<file path="src/rtl/control_unit_pkg.sv">
// Shared types and constants for the multi-cycle MIPS-subset control unit:
// FSM states, instruction classes, ALU codes, opcode/funct values,
// interrupt vectors, RAM size codes and flag bit positions.
package control_unit_pkg;

  typedef enum logic [3:0] {
    S_RST  = 4'd0,
    S_CHK  = 4'd1,
    S_F0   = 4'd2,
    S_F1   = 4'd3,
    S_F2   = 4'd4,
    S_EX   = 4'd5,
    S_M0   = 4'd6,
    S_M1   = 4'd7,
    S_M2   = 4'd8,
    S_WB   = 4'd9,
    S_INT0 = 4'd10,
    S_INT1 = 4'd11,
    S_INT2 = 4'd12
  } state_t;

  typedef enum logic [3:0] {
    C_NOP   = 4'd0,
    C_ALU_R = 4'd1,
    C_ALU_I = 4'd2,
    C_LOAD  = 4'd3,
    C_STORE = 4'd4,
    C_BEQ   = 4'd5,
    C_BNE   = 4'd6,
    C_J     = 4'd7,
    C_JAL   = 4'd8,
    C_JR    = 4'd9,
    C_ERET  = 4'd10
  } iclass_t;

  // ALU operation codes
  localparam logic [3:0] ALU_AND  = 4'b0000;
  localparam logic [3:0] ALU_OR   = 4'b0001;
  localparam logic [3:0] ALU_ADD  = 4'b0010;
  localparam logic [3:0] ALU_XOR  = 4'b0011;
  localparam logic [3:0] ALU_NOR  = 4'b0100;
  localparam logic [3:0] ALU_SLTU = 4'b0101;
  localparam logic [3:0] ALU_SUB  = 4'b0110;
  localparam logic [3:0] ALU_SLT  = 4'b0111;
  localparam logic [3:0] ALU_LUI  = 4'b1011;

  // Primary opcodes
  localparam logic [5:0] OP_RTYPE = 6'h00;
  localparam logic [5:0] OP_J     = 6'h02;
  localparam logic [5:0] OP_JAL   = 6'h03;
  localparam logic [5:0] OP_BEQ   = 6'h04;
  localparam logic [5:0] OP_BNE   = 6'h05;
  localparam logic [5:0] OP_ADDIU = 6'h09;
  localparam logic [5:0] OP_SLTI  = 6'h0A;
  localparam logic [5:0] OP_ANDI  = 6'h0C;
  localparam logic [5:0] OP_ORI   = 6'h0D;
  localparam logic [5:0] OP_XORI  = 6'h0E;
  localparam logic [5:0] OP_LUI   = 6'h0F;
  localparam logic [5:0] OP_COP0  = 6'h10;
  localparam logic [5:0] OP_LW    = 6'h23;
  localparam logic [5:0] OP_LBU   = 6'h24;
  localparam logic [5:0] OP_SB    = 6'h28;
  localparam logic [5:0] OP_SW    = 6'h2B;

  // R-type function codes
  localparam logic [5:0] FN_JR    = 6'h08;
  localparam logic [5:0] FN_ERET  = 6'h18;
  localparam logic [5:0] FN_ADDU  = 6'h21;
  localparam logic [5:0] FN_SUBU  = 6'h23;
  localparam logic [5:0] FN_AND   = 6'h24;
  localparam logic [5:0] FN_OR    = 6'h25;
  localparam logic [5:0] FN_XOR   = 6'h26;
  localparam logic [5:0] FN_NOR   = 6'h27;
  localparam logic [5:0] FN_SLT   = 6'h2A;
  localparam logic [5:0] FN_SLTU  = 6'h2B;

  // Interrupt vector addresses in RAM
  localparam logic [8:0] VEC_HW   = 9'h1FC;
  localparam logic [8:0] VEC_MI   = 9'h1F8;

  // RAM transfer sizes
  localparam logic [1:0] SIZE_BYTE = 2'b00;
  localparam logic [1:0] SIZE_WORD = 2'b10;

  // ALU-B operand sources
  localparam logic [1:0] MUXB_RT  = 2'b00;
  localparam logic [1:0] MUXB_IMM = 2'b01;
  localparam logic [1:0] MUXB_MDR = 2'b10;
  localparam logic [1:0] MUXB_PC  = 2'b11;

  // Special registers
  localparam logic [4:0] REG_ZERO = 5'd0;
  localparam logic [4:0] REG_EPC  = 5'd26;
  localparam logic [4:0] REG_RA   = 5'd31;

  // Flag bit positions in {V,C,N,Z}
  localparam int unsigned FLAG_Z = 0;
  localparam int unsigned FLAG_N = 1;
  localparam int unsigned FLAG_C = 2;
  localparam int unsigned FLAG_V = 3;

  // Relative branch target: PC (already advanced) plus word offset, wrapping at 32 bits
  function automatic logic [31:0] branch_target(input logic [31:0] pc, input logic [15:0] imm);
    return pc + {{14{imm[15]}}, imm, 2'b00};
  endfunction

  // Absolute jump target inside the current 256 MB region
  function automatic logic [31:0] jump_target(input logic [31:0] pc, input logic [25:0] target);
    return {pc[31:28], target, 2'b00};
  endfunction

endpackage

</file>
<file path="src/rtl/cu_decoder.sv">
// Combinational IR decode: instruction class, ALU op, immediate extension
// mode and RAM transfer size. Unknown encodings fall back to NOP.
module cu_decoder
  import control_unit_pkg::*;
(
  input  logic [5:0] opcode,
  input  logic [5:0] funct,
  output iclass_t    iclass,
  output logic [3:0] aluop,
  output logic       sext,
  output logic [1:0] datasize
);

  // Map opcode/funct onto class and per-instruction attributes
  always_comb begin
    iclass   = C_NOP;
    aluop    = ALU_ADD;
    sext     = 1'b1;
    datasize = SIZE_WORD;
    case (opcode)
      OP_RTYPE: begin
        case (funct)
          FN_ADDU: begin iclass = C_ALU_R; aluop = ALU_ADD;  end
          FN_SUBU: begin iclass = C_ALU_R; aluop = ALU_SUB;  end
          FN_AND:  begin iclass = C_ALU_R; aluop = ALU_AND;  end
          FN_OR:   begin iclass = C_ALU_R; aluop = ALU_OR;   end
          FN_XOR:  begin iclass = C_ALU_R; aluop = ALU_XOR;  end
          FN_NOR:  begin iclass = C_ALU_R; aluop = ALU_NOR;  end
          FN_SLT:  begin iclass = C_ALU_R; aluop = ALU_SLT;  end
          FN_SLTU: begin iclass = C_ALU_R; aluop = ALU_SLTU; end
          FN_JR:   begin iclass = C_JR;                      end
          default: begin iclass = C_NOP;                     end
        endcase
      end
      OP_ADDIU: begin iclass = C_ALU_I; aluop = ALU_ADD;               end
      OP_SLTI:  begin iclass = C_ALU_I; aluop = ALU_SLT;               end
      OP_ANDI:  begin iclass = C_ALU_I; aluop = ALU_AND; sext = 1'b0;  end
      OP_ORI:   begin iclass = C_ALU_I; aluop = ALU_OR;  sext = 1'b0;  end
      OP_XORI:  begin iclass = C_ALU_I; aluop = ALU_XOR; sext = 1'b0;  end
      OP_LUI:   begin iclass = C_ALU_I; aluop = ALU_LUI;               end
      OP_LW:    begin iclass = C_LOAD;  datasize = SIZE_WORD;          end
      OP_LBU:   begin iclass = C_LOAD;  datasize = SIZE_BYTE;          end
      OP_SW:    begin iclass = C_STORE; datasize = SIZE_WORD;          end
      OP_SB:    begin iclass = C_STORE; datasize = SIZE_BYTE;          end
      OP_BEQ:   begin iclass = C_BEQ;   aluop = ALU_SUB;               end
      OP_BNE:   begin iclass = C_BNE;   aluop = ALU_SUB;               end
      OP_J:     begin iclass = C_J;                                    end
      OP_JAL:   begin iclass = C_JAL;                                  end
      OP_COP0: begin
        if (funct == FN_ERET) begin
          iclass = C_ERET;
        end else begin
          iclass = C_NOP;
        end
      end
      default:  begin iclass = C_NOP;                                  end
    endcase
  end

endmodule

</file>
<file path="src/rtl/control_unit.sv">
// Multi-cycle control unit for the 32-bit MIPS-subset datapath. A Moore FSM
// sequences fetch/decode/execute/memory/write-back and interrupt entry,
// driving every select, enable and RAM handshake line of the datapath.
module control_unit
  import control_unit_pkg::*;
(
  input  logic        Clk,
  input  logic        reset,
  input  logic [31:0] instruction,
  input  logic [31:0] currentPC,
  input  logic [3:0]  aluCarryFlags,
  input  logic        ramMFC,
  input  logic        hardwareInterrupt,
  input  logic        maskableInterrupt,
  output logic [31:0] nextPC,
  output logic        muxSignals5,
  output logic [3:0]  cmpsignal,
  output logic        trapMux,
  output logic        signExtend,
  output logic        clearPC,
  output logic        regFileRW,
  output logic [4:0]  regFileRD,
  output logic [4:0]  regFileRS,
  output logic [4:0]  regFileRT,
  output logic [1:0]  aluSign,
  output logic [3:0]  aluOperation,
  output logic [1:0]  ramDataSize,
  output logic        ramMFA,
  output logic        ramRW,
  output logic [8:0]  ramAddress,
  output logic        pcEnable,
  output logic        irEnable,
  output logic        marEnable,
  output logic        mdrEnable,
  output logic [1:0]  muxSignals,
  output logic        muxSignals2,
  output logic [1:0]  muxSignals3
);

  state_t      state_r, state_next_s;
  logic        ie_r, ie_next_s;
  logic [8:0]  vec_r, vec_next_s;

  iclass_t     iclass_s;
  logic [3:0]  aluop_s;
  logic        sext_s;
  logic [1:0]  size_s;

  logic [4:0]  rs_s, rt_s, rd_s;
  logic        zero_s;
  logic        taken_s;
  logic        unused_flags_s;

  assign rs_s   = instruction[25:21];
  assign rt_s   = instruction[20:16];
  assign rd_s   = instruction[15:11];
  assign zero_s = aluCarryFlags[FLAG_Z];
  // Only Z steers the sequencer; the remaining flags belong to the datapath
  assign unused_flags_s = ^aluCarryFlags[3:1];

  cu_decoder u_decoder (
    .opcode   (instruction[31:26]),
    .funct    (instruction[5:0]),
    .iclass   (iclass_s),
    .aluop    (aluop_s),
    .sext     (sext_s),
    .datasize (size_s)
  );

  // BEQ branches on Z=1, BNE on Z=0
  assign taken_s = (zero_s == (iclass_s == C_BEQ));

  // State, interrupt-enable and vector registers with synchronous reset
  always_ff @(posedge Clk) begin
    if (reset) begin
      state_r <= S_RST;
      ie_r    <= 1'b1;
      vec_r   <= 9'd0;
    end else begin
      state_r <= state_next_s;
      ie_r    <= ie_next_s;
      vec_r   <= vec_next_s;
    end
  end

  // Next-state and Moore output decode; every output idles at 0
  always_comb begin
    state_next_s = state_r;
    ie_next_s    = ie_r;
    vec_next_s   = vec_r;
    nextPC       = 32'd0;
    muxSignals5  = 1'b0;
    cmpsignal    = 4'b0000;
    trapMux      = 1'b0;
    signExtend   = 1'b0;
    clearPC      = 1'b0;
    regFileRW    = 1'b0;
    regFileRD    = REG_ZERO;
    regFileRS    = REG_ZERO;
    regFileRT    = REG_ZERO;
    aluSign      = 2'b00;
    aluOperation = 4'b0000;
    ramDataSize  = 2'b00;
    ramMFA       = 1'b0;
    ramRW        = 1'b0;
    ramAddress   = 9'd0;
    pcEnable     = 1'b0;
    irEnable     = 1'b0;
    marEnable    = 1'b0;
    mdrEnable    = 1'b0;
    muxSignals   = MUXB_RT;
    muxSignals2  = 1'b0;
    muxSignals3  = 2'b00;

    case (state_r)
      S_RST: begin
        clearPC      = 1'b1;
        state_next_s = S_CHK;
      end

      // Instruction boundary: the only place interrupts are accepted
      S_CHK: begin
        if (hardwareInterrupt) begin
          vec_next_s   = VEC_HW;
          ie_next_s    = 1'b0;
          state_next_s = S_INT0;
        end else if (maskableInterrupt && ie_r) begin
          vec_next_s   = VEC_MI;
          ie_next_s    = 1'b0;
          state_next_s = S_INT0;
        end else begin
          state_next_s = S_F0;
        end
      end

      S_F0: begin
        muxSignals   = MUXB_PC;
        aluOperation = ALU_ADD;
        marEnable    = 1'b1;
        state_next_s = S_F1;
      end

      S_F1: begin
        ramMFA      = 1'b1;
        ramRW       = 1'b1;
        ramDataSize = SIZE_WORD;
        if (ramMFC) begin
          irEnable     = 1'b1;
          state_next_s = S_F2;
        end else begin
          state_next_s = S_F1;
        end
      end

      S_F2: begin
        nextPC       = currentPC + 32'd4;
        muxSignals5  = 1'b1;
        pcEnable     = 1'b1;
        state_next_s = S_EX;
      end

      S_EX: begin
        state_next_s = S_CHK;
        if (iclass_s != C_NOP) begin
          signExtend = sext_s;
        end else begin
          signExtend = 1'b0;
        end
        case (iclass_s)
          C_ALU_R: begin
            regFileRS    = rs_s;
            regFileRT    = rt_s;
            muxSignals   = MUXB_RT;
            regFileRD    = rd_s;
            aluOperation = aluop_s;
            regFileRW    = 1'b1;
          end
          C_ALU_I: begin
            regFileRS    = rs_s;
            regFileRT    = rt_s;
            muxSignals   = MUXB_IMM;
            regFileRD    = rt_s;
            aluOperation = aluop_s;
            regFileRW    = 1'b1;
          end
          C_LOAD: begin
            regFileRS    = rs_s;
            muxSignals   = MUXB_IMM;
            aluOperation = ALU_ADD;
            marEnable    = 1'b1;
            state_next_s = S_M1;
          end
          C_STORE: begin
            regFileRS    = rs_s;
            muxSignals   = MUXB_IMM;
            aluOperation = ALU_ADD;
            marEnable    = 1'b1;
            state_next_s = S_M0;
          end
          C_BEQ, C_BNE: begin
            regFileRS    = rs_s;
            regFileRT    = rt_s;
            aluOperation = ALU_SUB;
            if (taken_s) begin
              nextPC      = branch_target(currentPC, instruction[15:0]);
              muxSignals5 = 1'b1;
              pcEnable    = 1'b1;
            end else begin
              pcEnable    = 1'b0;
            end
          end
          C_J: begin
            nextPC      = jump_target(currentPC, instruction[25:0]);
            muxSignals5 = 1'b1;
            pcEnable    = 1'b1;
          end
          C_JAL: begin
            nextPC       = jump_target(currentPC, instruction[25:0]);
            muxSignals5  = 1'b1;
            pcEnable     = 1'b1;
            muxSignals   = MUXB_PC;
            aluOperation = ALU_ADD;
            regFileRD    = REG_RA;
            regFileRW    = 1'b1;
          end
          C_JR: begin
            regFileRS    = rs_s;
            aluOperation = ALU_ADD;
            pcEnable     = 1'b1;
          end
          C_ERET: begin
            regFileRS    = REG_EPC;
            aluOperation = ALU_ADD;
            pcEnable     = 1'b1;
            ie_next_s    = 1'b1;
          end
          default: begin
            state_next_s = S_CHK;
          end
        endcase
      end

      // Store: move RT through the ALU into MDR before the write cycle
      S_M0: begin
        regFileRT    = rt_s;
        aluOperation = ALU_ADD;
        mdrEnable    = 1'b1;
        state_next_s = S_M2;
      end

      S_M2: begin
        ramMFA      = 1'b1;
        ramRW       = 1'b0;
        ramDataSize = size_s;
        if (ramMFC) begin
          state_next_s = S_CHK;
        end else begin
          state_next_s = S_M2;
        end
      end

      S_M1: begin
        ramMFA      = 1'b1;
        ramRW       = 1'b1;
        ramDataSize = size_s;
        if (ramMFC) begin
          muxSignals2  = 1'b1;
          mdrEnable    = 1'b1;
          state_next_s = S_WB;
        end else begin
          state_next_s = S_M1;
        end
      end

      S_WB: begin
        muxSignals   = MUXB_MDR;
        aluOperation = ALU_ADD;
        regFileRD    = rt_s;
        regFileRW    = 1'b1;
        state_next_s = S_CHK;
      end

      // Interrupt entry: save PC in r26, fetch vector, jump through it
      S_INT0: begin
        muxSignals   = MUXB_PC;
        aluOperation = ALU_ADD;
        regFileRD    = REG_EPC;
        regFileRW    = 1'b1;
        state_next_s = S_INT1;
      end

      S_INT1: begin
        trapMux     = 1'b1;
        ramAddress  = vec_r;
        ramMFA      = 1'b1;
        ramRW       = 1'b1;
        ramDataSize = SIZE_WORD;
        if (ramMFC) begin
          muxSignals2  = 1'b1;
          mdrEnable    = 1'b1;
          state_next_s = S_INT2;
        end else begin
          state_next_s = S_INT1;
        end
      end

      S_INT2: begin
        muxSignals   = MUXB_MDR;
        aluOperation = ALU_ADD;
        pcEnable     = 1'b1;
        state_next_s = S_CHK;
      end

      default: begin
        state_next_s = S_RST;
      end
    endcase
  end

endmodule

</file>
<file path="config.mk">
export PLATFORM = sky130hd
export DESIGN_NAME = control_unit
export DESIGN_NICKNAME = d
export VERILOG_FILES = /design/src/rtl/control_unit_pkg.sv /design/src/rtl/cu_decoder.sv /design/src/rtl/control_unit.sv
export SDC_FILE = /design/constraint.sdc
export NUM_CORES = 1
export LEC_CHECK = 0
export CAP_MARGIN = 25
export CORE_ASPECT_RATIO = 1.75
export CORE_UTILIZATION = 31
export CTS_BUF_LIST = sky130_fd_sc_hd__clkbuf_8
export CTS_CLUSTER_SIZE = 14
export DETAILED_ROUTE_END_ITERATION = 16
export PLACE_DENSITY = 0.66
export SYNTH_ARGS = -nofsm -noshare
export SYNTH_HDL_FRONTEND = slang
export SYNTH_HIERARCHICAL = 1
export SYNTH_SLANG_ARGS = --single-unit
</file>
<file path="constraint.sdc">
create_clock -name Clk -period 2.8 [get_ports Clk]
set_clock_uncertainty 0.05 [all_clocks]
set_input_delay 0.28 -clock Clk [delete_from_list [all_inputs] [get_ports Clk]]
set_output_delay 0.28 -clock Clk [all_outputs]
set_load 0.01 [all_outputs]
</file>
=== Word level (Yosys, flattened, before mapping) ===
Index checks and enable logic that the tools add are counted.

* Multipliers: 0
* $add $sub $neg: 2
* Divide/modulo/power cells: 0
* Multiplexer cells: 55
* $lt $le $gt $ge: 0
* Reductions and logical operators: 36
* Equality and inequality tests: 50
* Shifts and indexed selects: 0
* Bitwise logic cells: 0

{| class="wikitable"
|+ Operators with widths
! kind !! count
|-
| $pmux 32 s2 || 2
|-
| $eq 6x6->1 const B || 12
|-
| $pmux 4 s11 || 1
|-
| $eq 6x4->1 const B || 7
|-
| $pmux 4 s9 || 1
|-
| $add 32x3->32 const B || 1
|-
| $add 32x32->32 || 1
|-
| $eq 4x3->1 const B || 8
|-
| $eq 4x4->1 const B || 8
|-
| $mux 32 || 1
|-
| $pmux 5 s3 || 2
|-
| $reduce_or 2->1 || 15
|-
| $pmux 4 s7 || 1
|-
| $mux 9 || 3
|-
| $pmux 3 s7 || 1
|-
| $mux 4 || 5
|-
| $pmux 5 s2 || 2
|-
| $eq 4x2->1 const B || 4
|-
| $mux 1 || 16
|-
| $pmux 1 s2 || 8
|-
| $pmux 4 s2 || 2
|-
| $reduce_or 3->1 || 5
|-
| $eq 6x2->1 const B || 2
|-
| $eq 6x3->1 const B || 2
|-
| other kinds (24) || 33
|}

* Logic and storage cells: 146
* Bits in latches: 0
* Memories: 0
* Register bits: 14
* ROM bits: 0
* Bits in writable memories: 0
* Output and inout port bits: 84
* Bits of input ports: 73

=== Longest topological paths before layout ===
Gate-level depths: netlist (run 1).

* Depth in word-level cells: 9
* Mapped depth: 16
* Gate-level depth less buffers: 12

=== Modules after synthesis ===
Netlist (run 1), hierarchy kept.

{| class="wikitable"
|+ Modules (own cells, without submodules)
! module !! cells an instance !! times used !! seq. area each (um^2) !! area each (um^2)
|-
| control_unit || 600 || 1 || 140.1 || 3982.6
|-
| cu_decoder || 76 || 1 || 0.0 || 495.5
|}

=== Least setup slack after synthesis (run 1) ===
OpenSTA, ideal clock, no wires.

* Path type: input port to output port
* Start: input port instruction[29]
* End: output port nextPC[20]
* Arrival time: 2.546 ns
* Slack: -0.076 ns
* Data required time: 2.470 ns
* Buffers on the path: 4
* Stages on the path: 13
* Path through: buf_2 nor4_1 nand2_1 or2_1 o32ai_1 buf_2 nand2_1 o21ai_1 nor2b_1 buf_2 buf_2 a22oi_1 o21ai_0

* Word-level cells in the longest chain between the ends: 8
* Elaborated cells on any way between the ends: 30
* Classes of those cells: eq/ne (20); mux (4); reduce/logical (6)

{| class="wikitable"
|+ RTL lines
! what !! line !! source
|-
| start, declared || control_unit.sv:9 || <nowiki>input logic [31:0] instruction,</nowiki>
|-
| $eq 6x4->1 / $eq 6x6->1 (equally long branches) || cu_decoder.sv:20 || <nowiki>case (opcode)</nowiki>
|-
| $reduce_or 6->1 (no source line) / $reduce_or 2->1 (equally long branches) || n/a ||
|-
| $pmux 4 s9 (*) || cu_decoder.sv:20 ||
|-
| named net iclass_s[0] || control_unit.sv:44 || <nowiki>iclass_t iclass_s;</nowiki>
|-
| $eq 4x3->1 || control_unit.sv:71, control_unit.sv:169 ||
|-
| $eq 1x1->1 || control_unit.sv:71 || <nowiki>assign taken_s = (zero_s == (iclass_s == C_BEQ));</nowiki>
|-
| $mux 32 || control_unit.sv:204 || <nowiki>if (taken_s) begin</nowiki>
|-
| $pmux 32 s2 (*) || control_unit.sv:169 || <nowiki>case (iclass_s)</nowiki>
|-
| $pmux 32 s2 (*) || control_unit.sv:115 || <nowiki>case (state_r)</nowiki>
|-
| end, declared || control_unit.sv:15 || <nowiki>output logic [31:0] nextPC,</nowiki>
|}

Mark *: on every way through the listed nets, which the timed path passes. The rest lies on a longest branch.

=== Final worst setup path (run 1) ===
* Start: input port instruction[5]
* End: output port nextPC[28]

* Elaborated cells on any way between the ends: 25
* Classes of those cells: add/sub (1); eq/ne (15); mux (6); reduce/logical (3)

{| class="wikitable"
|+ RTL lines
! what !! line !! source
|-
| $eq 6x5->1 (*) || cu_decoder.sv:50 || <nowiki>if (funct == FN_ERET) begin</nowiki>
|-
| $mux 4 (*) || cu_decoder.sv:50 ||
|-
| $pmux 4 s9 (*) || cu_decoder.sv:20 ||
|-
| named net iclass_s[1] || control_unit.sv:44 ||
|-
| $eq 4x3->1 || control_unit.sv:71, control_unit.sv:169 ||
|-
| $eq 1x1->1 || control_unit.sv:71 ||
|-
| $mux 32 || control_unit.sv:204 ||
|-
| $pmux 32 s2 (*) || control_unit.sv:169 ||
|-
| $pmux 32 s2 (*) || control_unit.sv:115 ||
|}

Marks and branches as above.

==> key figures, run 1 <==
Yosys
  – Sequential area share after synthesis: 0.0313
  – Distinct cell type count after synthesis: 75
  – Synth Cell Area: 4480 um2
  – Post-synth top area share: 0.0838
  – Post-synth EDFFs: 0
  – Synth Flop Type: dfxtp_1
  – Post-synthesis register bit count: 7
  – Async SR Flop Fraction: 0
  – Synth warnings: 6
  – Synth area leader: ha_1
  – Synth top cells by count: nand2_1, a21oi_1, nor2_1
  – Most common cell in the netlist: nand2_1
  – Syn Inst Count: between 600 and 700
  – Top cells by area, synth: ha_1, a21oi_1, nand2_1
  – Syn avg cell area: about 6.6 um2

Floorplan
  – Number of core rows: 57
  – Die area: between 10000 and 15000 um2
  – Ports: 157
  – Die Ht: approximately 160 um
  – Chip Width: 92.9 um
  – Initial core utilization: 0.320
  – Core Region: 14000 um2

Detailed routing
  – Vias per std cell: 5.78
  – DR pass1 iterations: 5
  – Routed WL: roughly 23000 um
  – Remaining DRCs: 0
  – Routed wire per std cell: 19.1 um
  – Number of DRC markers in iteration 0: between 300 and 400
  – Final antenna-violating net count: 0
  – Vias: 7108

Critical path
  – Startpoint Class: input port
  – R2R cell count: 7
  – Worst-path fanout max: 5
  – Worst r2r src: state_r[3]
  – End of the critical path: nextPC[28]
  – Terminus of the critical flop-to-flop path: state_r[1]
  – Worst EP required: 2.47 ns
  – Type of the worst setup path: input port to primary output
  – R2r setup slk: 0.71 ns
  – Critical path arrival: 2.99 ns
  – CP Capture Type: primary output
  – Crit path from: instruction[5]

Finish
  – Fin cells: 1230
  – Diode count: 0
  – Fillers: 1171
  – Layout cells sized above 1: 0.493
  – Area growth syn-to-layout: 101%
  – # nets final: 1158
  – Post-Layout Inst Area: 9000 um2

Power and ir drop
  – Maximum vdd drop: 0.117 mV
  – P per Cell Area: 205 nW/um2
  – Static Leak: 3.97 nW
  – Final Power: 1.85 mW

STA
  – RSZ-0062 raised after global routing: yes
  – Final Hold Vio Count: 0
  – Part of the cycle the worst path needs: 1.18
  – Total negative slack: -21.25 ns
  – Max-slew headroom: 0.596
  – Slew Viols, Final: 0
  – Fmax: 0.301 GHz
  – Slew @ Worst Pin: 0.599 ns
  – PnR worst setup slack: -0.517 ns
  – Min Tclk post-route: 3.32 ns
  – Setup violations, final: 57

Global route
  – First-pass GRT wire length: 34000 um
  – Initial antenna violation count: 0
  – Total track usage: 0.282
  – GRT overflow: 0
  – Vias in the first global route: 7157
  – Largest net degree at the start of global routing: 19

Outcome
  – Failing checks: negative setup slack
  – Outcome: finished, violations left

Placed design
  – Instance area after placement: roughly 7500 um2
  – Detailed Place HPWL: 16000 um
  – Final GP Congestion: ~0.95
  – Placed Cells: 1168
  – Pre-CTS setup slack: -1.27 ns
  – IO Port Bufs: 142

Min path
  – HP Class: register to register
  – Cell depth of the worst hold path: 2

Clocking
  – Clock-pin slew on the worst setup and hold paths: 0.04 ns
  – CTS tree: done
  – Skew-Pair Late Insertion Delay: about 0.23 ns
  – # clock sinks: 7
  – Clock Tree Buf Depth: 2
  – H-tree Lvls: 1
  – Root buffer cell: clkbuf_8
  – CTS buffer count: 3

Run
  – MaxCap Viol Count: 0
## cells by family (layout without fill, tap and decap cells)
group / Yosys count / in the layout / share of synthesized area
other: 2 / 11 / 0.00168
xor gates and xnor gates: 49 / 49 / 0.0958
DFF: 7 / 7 / 0.0313
AOI/OAI and AO/OA: 238 / 238 / 0.357
and+or+nand+nor: 273 / 273 / 0.331
muxes: 6 / 6 / 0.0134
buffers and inverters: 70 / 438 / 0.0813
adders and majority gates: 31 / 31 / 0.0883
## critical path: stages
cell	delay [ns]
buf_6	0.09
or3_4	0.39
nor4_4	0.27
nand4b_1	0.15
a21oi_1	0.24
buf_4	0.22
nand2b_4	0.08
o22ai_4	0.17
and2_4	0.22
nand2b_4	0.09
or3_1	0.36
o221a_1	0.24
nand2_1	0.05
buf_2	0.13
## cell usage in the layout, fill, tap and decap left out, types with 18 or more instances in the layout
master / Yosys / routed
buf_4: 17 / 228
nand2_1: 69 / 57
clkdlybuf4s50_1: 0 / 57
buf_6: 2 / 51
buf_2: 17 / 47
nor2_1: 54 / 43
a21oi_1: 55 / 42
xnor2_1: 24 / 23
xor2_1: 25 / 23
nand3_1: 24 / 21
o21ai_1: 9 / 20
ha_1: 30 / 19
a21o_1: 18 / 18
a22oi_2: 0 / 18
## stage by stage
| stage | hold WS (ns) | util |
|---|---|---|
| 3_5_place_dp | 0.414 | 0.537 |
| 6_report | 0.413 | 0.644 |
| 5_1_grt | 0.449 | 0.644 |
| 2_1_floorplan | 0.299 | - |
| 3_3_place_gp | 0.411 | 0.537 |
| 4_1_cts | 0.420 | 0.592 |
## cell type report
class / instances / area, um2 / share of cell area
Sequential cell: 7 / 140 / 0.0156
Clock inverter: 1 / 3.75 / 0.000417
Clock buffer: 3 / 41.3 / 0.00459
Multi-Input combinational cell: 608 / 4960 / 0.551
Inverter: 15 / 61.3 / 0.00681
Tap cell: 177 / 221 / 0.0246
Timing Repair Buffer: 419 / 3580 / 0.397
## power breakdown
part	switching, mW	internal (mW)
clock	0.0458	0.0949
sequential	0.00955	0.121
combinational	0.822	0.755
total	0.878	0.971
## flip-flops by register name, indices dropped and copies added (netlist names)
register	count
ie_r	1
state_r	4
vec_r	2
## timing repair
item                                    in CTS  in global routing
gates cloned                                 1                  4
setup buffers                               45                 23
pin swaps                                   91                 61
resized for setup                          425                143
hold buffers                                 0                  0
endpoints found under the setup margin      60                 58
## how the worst min path moves through the flow
stage | from | to
2_1_floorplan | reset | vec_r[7]
3_3_place_gp | ie_r | ie_r
3_5_place_dp | vec_r[7] | vec_r[7]
4_1_cts | vec_r[7] | vec_r[7]
5_1_grt | vec_r[7] | vec_r[7]
6_report | vec_r[7] | vec_r[7]
## layer usage
| layer | global-route usage | share of wire | vias to the layer above |
|---|---|---|---|
| li1 | - | - | 3247 |
| met1 | 0.279 | 0.34 | 3327 |
| met2 | 0.524 | 0.53 | 389 |
| met3 | 0.0358 | 0.053 | 145 |
| met4 | 0.210 | 0.083 | 0 |
| met5 | 0 | 0 | - |
(Power assumes the default switching activity.)
==> inputs of run 2 (changes only) <==
--- a/config.mk
+++ b/config.mk
@@ -7,11 +7,13 @@
 export LEC_CHECK = 0
 export CAP_MARGIN = 25
 export CORE_ASPECT_RATIO = 1.75
-export CORE_UTILIZATION = 31
+export CORE_UTILIZATION = 30
 export CTS_BUF_LIST = sky130_fd_sc_hd__clkbuf_8
+export CTS_CLUSTER_DIAMETER = 100
 export CTS_CLUSTER_SIZE = 14
 export DETAILED_ROUTE_END_ITERATION = 16
-export PLACE_DENSITY = 0.66
+export PLACE_DENSITY = 0.64
+export REMOVE_ABC_BUFFERS = 1
 export SYNTH_ARGS = -nofsm -noshare
 export SYNTH_HDL_FRONTEND = slang
 export SYNTH_HIERARCHICAL = 1
==> key figures, run 2 (same netlist as run 1, synthesis figures left out) <==
Floorplan
  – Die Ht: 164 um
  – Die area: 15400 um2
  – Number of core rows: 58
  – Chip Width: 94.4 um
  – Ports: 157
  – Core Region: 14400 um2
  – Initial core utilization: 0.310

Global route
  – GRT overflow: 0
  – Largest net degree at the start of global routing: 19
  – Vias in the first global route: 6685
  – Total track usage: 0.260
  – First-pass GRT wire length: roughly 32000 um
  – Initial antenna violation count: 0

Finish
  – Largest register FFs: 4
  – Biggest regs: state_r: 4 flops, vec_r: 2 flops, ie_r: 1 flops
  – Commonest non-fill, non-tap cell in the layout: buf_4
  – Biggest register: state_r
  – Layout cells sized above 1: 0.443
  – Most frequent cells in the layout: buf_4, clkdlybuf4s50_1, nand2_1
  – Post-Layout Inst Area: 8340 um2
  – # nets final: 1132
  – Diode count: 0
  – Area growth syn-to-layout: 86.3%
  – Fillers: about 1400
  – Final core occ: 0.578
  – Fin cells: between 1000 and 1500

Run
  – MaxCap Viol Count: 0

Critical path
  – Worst-path fanout max: 8
  – Startpoint Class: input port
  – Worst r2r src: state_r[1]
  – Critical path arrival: between 2 and 3 ns
  – R2r setup slk: 1.08 ns
  – Terminus of the critical flop-to-flop path: ie_r
  – Worst EP required: 2.47 ns
  – Type of the worst setup path: input port to primary output
  – R2R cell count: 4
  – CP Capture Type: primary output

Clocking
  – Clock-pin slew on the worst setup and hold paths: 0.04 ns
  – Hold buffers post-CTS: 0
  – CTS buffer count: 3
  – CTS tree: done
  – H-tree Lvls: 1
  – Clock Tree Buf Depth: 2
  – Root buffer cell: clkbuf_8
  – Skew-Pair Late Insertion Delay: approximately 0.23 ns
  – # clock sinks: 7

Detailed routing
  – Number of DRC markers in iteration 0: 383
  – DR pass1 iterations: 7
  – Routed WL: 20900 um
  – Routed wire per std cell: about 17 um
  – Vias: approximately 6700
  – Final antenna-violating net count: 0
  – Remaining DRCs: 0
  – Vias per std cell: 5.52

Power and ir drop
  – Maximum vdd drop: about 0.14 mV
  – Final Power: 1.74 mW
  – Static Leak: 3.72 nW
  – P per Cell Area: 208 nW/um2

STA
  – PnR worst setup slack: -0.377 ns
  – Fmax: 0.315 GHz
  – Part of the cycle the worst path needs: 1.13
  – Worst Hold Margin: 0.401 ns
  – Min Tclk post-route: 3.18 ns
  – RSZ-0062 raised after global routing: yes
  – Final Hold Vio Count: 0
  – Slew Viols, Final: 0
  – Slew @ Worst Pin: about 0.6 ns
  – Max-slew headroom: 0.603
  – Setup violations, final: 45

Min path
  – HP Class: register to register
  – Hold path startpoint: vec_r[7]
  – Cell depth of the worst hold path: 2
  – Endpoint of the worst hold path: vec_r[7]

Placed design
  – Detailed Place HPWL: between 15000 and 20000 um
  – IO Port Bufs: around 140
  – Placed Cells: 1167
  – Final GP Congestion: 0.950
  – Instance area after placement: about 7500 um2

Outcome
  – Outcome: finished, violations left
  – Failing checks: negative setup slack
run 2: changes by cell type in the layout (fill, tap and decap cells not counted), moves of 5 or more:
| cell | previous run | this run |
|---|---|---|
| buf_12 | 9 | 1 |
| o21ai_2 | 10 | 5 |
| clkdlybuf4s50_1 | 57 | 63 |
| buf_6 | 51 | 29 |
run 2: layout make-up:
class | instances | area, um2 | area share
multi-input combinational | 608 | 4690 | 0.563
timing repair buffer | 393 | 3180 | 0.381
tap | 180 | 225 | 0.0270
sequential | 7 | 140 | 0.0168
inverter | 15 | 56.3 | 0.00675
clock buffer | 3 | 41.3 | 0.00495
clock inverter | 1 | 3.75 | 0.000450
run 2: worst max-delay path by stage:
stage | startpoint | endpoint | slack [ns] | depth (start not counted)
after floorplan | instruction[31] | nextPC[29] | -1.07 | 10
after CTS | instruction[5] | nextPC[31] | -0.40 | 14
after global routing | instruction[0] | nextPC[28] | -0.48 | 15
final | instruction[0] | nextPC[28] | -0.38 | 14
after global placement | instruction[31] | nextPC[27] | -1.38 | 15
after detailed placement | instruction[31] | nextPC[27] | -1.33 | 15
run 2: timing repair:
item	4_1_cts	5_1_grt
buffers inserted	24	20
setup endpoints to repair	61	57
resized for setup	382	95
pin swaps	62	61
cloned	2	0
run 2: report_power, final:
part | total [mW] | internal (mW) | leakage [nW] | switching [mW]
combinational | 1.47 | 0.716 | 3.63 | 0.754
clock | 0.139 | 0.0948 | 0.0269 | 0.0444
sequential | 0.129 | 0.121 | 0.0576 | 0.00801
run 2: routing by layer:
metal  up-vias  share of wire  track usage
li1       3184              -            -
met1      3120           0.36        0.268
met2       276           0.54        0.507
met3        82          0.046       0.0191
met4         0          0.054        0.134
met5         -              0            0
run 2: stage by stage:
step           setup WS, ns  setup TNS (ns)
5_1_grt              -0.477          -14.93
3_3_place_gp          -1.38          -66.17
3_5_place_dp          -1.33          -62.69
4_1_cts              -0.402           -9.15
6_report             -0.377          -10.64
2_1_floorplan         -1.07          -23.63
run 2: worst max-delay path, cell delays in order:
cell	delay [ns]
buf_8	0.09
or3_4	0.39
nor4_4	0.24
nand4b_1	0.17
a21oi_2	0.20
buf_6	0.17
nand2b_4	0.08
o22ai_4	0.13
and2_4	0.21
nand2b_4	0.09
or3_1	0.36
o221a_1	0.23
nand2_1	0.07
buf_2	0.12
==> patch, RTL diff (config.mk and constraints of run 1) <==
Register the input `hardwareInterrupt` before use, with the module's reset. The logic sees it one clock later. The other inputs are not delayed to match.
--- a/src/rtl/control_unit.sv
+++ b/src/rtl/control_unit.sv
@@ -37,6 +37,16 @@
   output logic [1:0]  muxSignals3
 );
 
+  logic hardwareInterrupt_q;
+
+  always_ff @(posedge Clk) begin
+    if (reset) begin
+      hardwareInterrupt_q <= '0;
+    end else begin
+      hardwareInterrupt_q <= hardwareInterrupt;
+    end
+  end
+
   state_t      state_r, state_next_s;
   logic        ie_r, ie_next_s;
   logic [8:0]  vec_r, vec_next_s;
@@ -120,7 +130,7 @@
 
       // Instruction boundary: the only place interrupts are accepted
       S_CHK: begin
-        if (hardwareInterrupt) begin
+        if (hardwareInterrupt_q) begin
           vec_next_s   = VEC_HW;
           ie_next_s    = 1'b0;
           state_next_s = S_INT0;
Function: changed (Yosys sat finds a counterexample within 4 cycles, from zero or initial values and one cycle with reset high).
==> patch against run 1 <==
- the run still ends with negative setup slack left
- total power shrank 9.8%
- sequential share of layout area grew 0.26 points
- setup slack gained 0.26 ns
- routed wire length shrank 5.7%
- cell area shrank 2.2%
- register-to-register slack gained 0.34 ns
- synthesized area shrank 0.92%
- sequential cell count grew 1
- critical endpoint is now nextPC[19]
- largest cell class unchanged
- largest power group unchanged
==> patch: results <==
{
  "tritoncts.num_buffers": 3,
  "fillCellCount": 1168,
  "setup_total_negative_slack_ns": -4.40,
  "largestRegisters": "state_r (4), vec_r (2)",
  "antennaDiodeCount": 0,
  "power.switching_fraction_pct": 45.0,
  "grt_antenna_before_repair": 0,
  "track_usage_pct": 28.2,
  "drt_first_pass_iters": 7,
  "grt_start_max_net_pins": 20,
  "outcome": "finished, violations left",
  "finalWeightedCongestion": 0.950,
  "synth-compound-area-share_pct": 34.6,
  "synth_xor_xnor_area_share_pct": 10.3,
  "setup_slack_ns": -0.256,
  "worst_path_dominant_cell_family": "simple AND/OR/NAND/NOR gates",
  "netlist_top_cells_area": "sky130_fd_sc_hd__ha_1 (8.5%), sky130_fd_sc_hd__a21oi_1 (6.8%), sky130_fd_sc_hd__nand2_1 (6.0%)",
  "cts-htree-levels": 1,
  "fraction_of_registers_with_async_set_or_reset_after_synthesis_pct": 0,
  "drt_iter0_drc": 450,
  "cts.root.buffer_cell": "sky130_fd_sc_hd__clkbuf_8",
  "place.detailed.hpwl_mm": 16.2,
  "cts.clk_slew.worst_paths_ns": 0.04,
  "crit_path_max_fanout": 6,
  "first_global_vias": 7105,
  "critical_path_arrival_ns": 2.73,
  "sequential_fraction_of_the_synthesis_area_pct": 3.61,
  "drt-vias-per-instance": 5.63,
  "power.ir.vdd_worst_uv": 109,
  "cts_resized": 479,
  "timing.slew.headroom_pct": 65.0,
  "yosys-mux-area-fraction_pct": 0.705,
  "pwr.group.clock_uw": 134,
  "numPlacedInstances": 1188,
  "yosys_warnings": 6,
  "syn_area_per_cell_um2": 6.38,
  "hp-class": "flip-flop to flip-flop",
  "clock_latency_ns": 0.22,
  "clock_tree.buffer_depth": 2,
  "synthAdderAreaFrac_pct": 8.91,
  "finalSetupViolCount": 42,
  "leakage_nw": 3.90,
  "violations_in_the_final_reports": "negative setup slack",
  "slowest_stage": "sky130_fd_sc_hd__or4_4",
  "setup_repair_bufs_after_cts": 43,
  "io_buffer_count": 142,
  "combinationalPower_mw": 1.40,
  "internal_power_uw": 918,
  "synth_top_cells_by_count": "sky130_fd_sc_hd__nand2_1 (71), sky130_fd_sc_hd__nor2_1 (65), sky130_fd_sc_hd__a21oi_1 (60)",
  "layout-drive-gt1-share_pct": 46.9,
  "global_route_wire_length_before_repair_mm": 33.9,
  "route.vias.total": 6997,
  "synth_top_flop_cell": "sky130_fd_sc_hd__dfxtp_1",
  "worst_path_largest_cell_delay_ns": 0.57,
  "drt-wirelength-per-cell_um": 17.8,
  "number_of_different_library_cells_in_the_post_synthesis_netlist": 72
}
[patch: cell types whose count changed in the layout (fill, tap and decap cells not counted), sizes merged, moves of 5 or more]
cell / before / now
dlygate4sd2: 17 / 31
clkdlybuf4s50: 57 / 45
nor3: 15 / 26
a21o: 18 / 9
nor2: 57 / 65
a211oi: 13 / 6
nand2b: 18 / 11
nand4: 9 / 16
a221o: 7 / 2
or3: 9 / 4
[patch: worst register-to-register path, cell delays in order, from the launching register on]
cell                       delay (ns)
sky130_fd_sc_hd__dfxtp_1         0.30
sky130_fd_sc_hd__nand2b_4        0.18
sky130_fd_sc_hd__or2_1           0.26
sky130_fd_sc_hd__buf_4           0.20
sky130_fd_sc_hd__or3_4           0.39
sky130_fd_sc_hd__buf_4           0.15
sky130_fd_sc_hd__a31oi_1         0.13
[patch: worst paths after layout]
check	start	endpoint	slack (ns)	cells after the start
worst max-delay path	instruction[30]	nextPC[19]	-0.26	15
worst min-delay path	vec_r[7]	vec_r[7]	0.40	2
worst max register to register	state_r[1]	state_r[1]	1.05	6
worst min register to register	vec_r[7]	vec_r[7]	0.40	2
[patch: area by class of cell]
class                   count  share of cell area [%]
multi-input cells         616                    55.5
repair buffers            418                    38.9
well taps                 177                    2.52
flip-flops and latches      8                    1.82
inverters                  20                   0.853
clock buffers               3                   0.469
[patch: metal layers]
layer / up-vias / share of wire (%) / GRT usage [%]
met5: - / 0 / 0
met4: 0 / 7.2 / 17.9
met3: 110 / 4.5 / 1.95
met2: 324 / 54 / 54.2
met1: 3280 / 35 / 28.3
li1: 3283 / - / -
[patch: through the flow]
step	hold slack, ns	area, um^2	setup WS (ns)
detailed placement	0.400	7500	-1.14
global route	0.434	8800	-0.357
floorplan	0.299	4490	-0.0311
CTS	0.406	8420	-0.232
finish	0.400	8800	-0.256
global placement	0.392	7500	-1.11
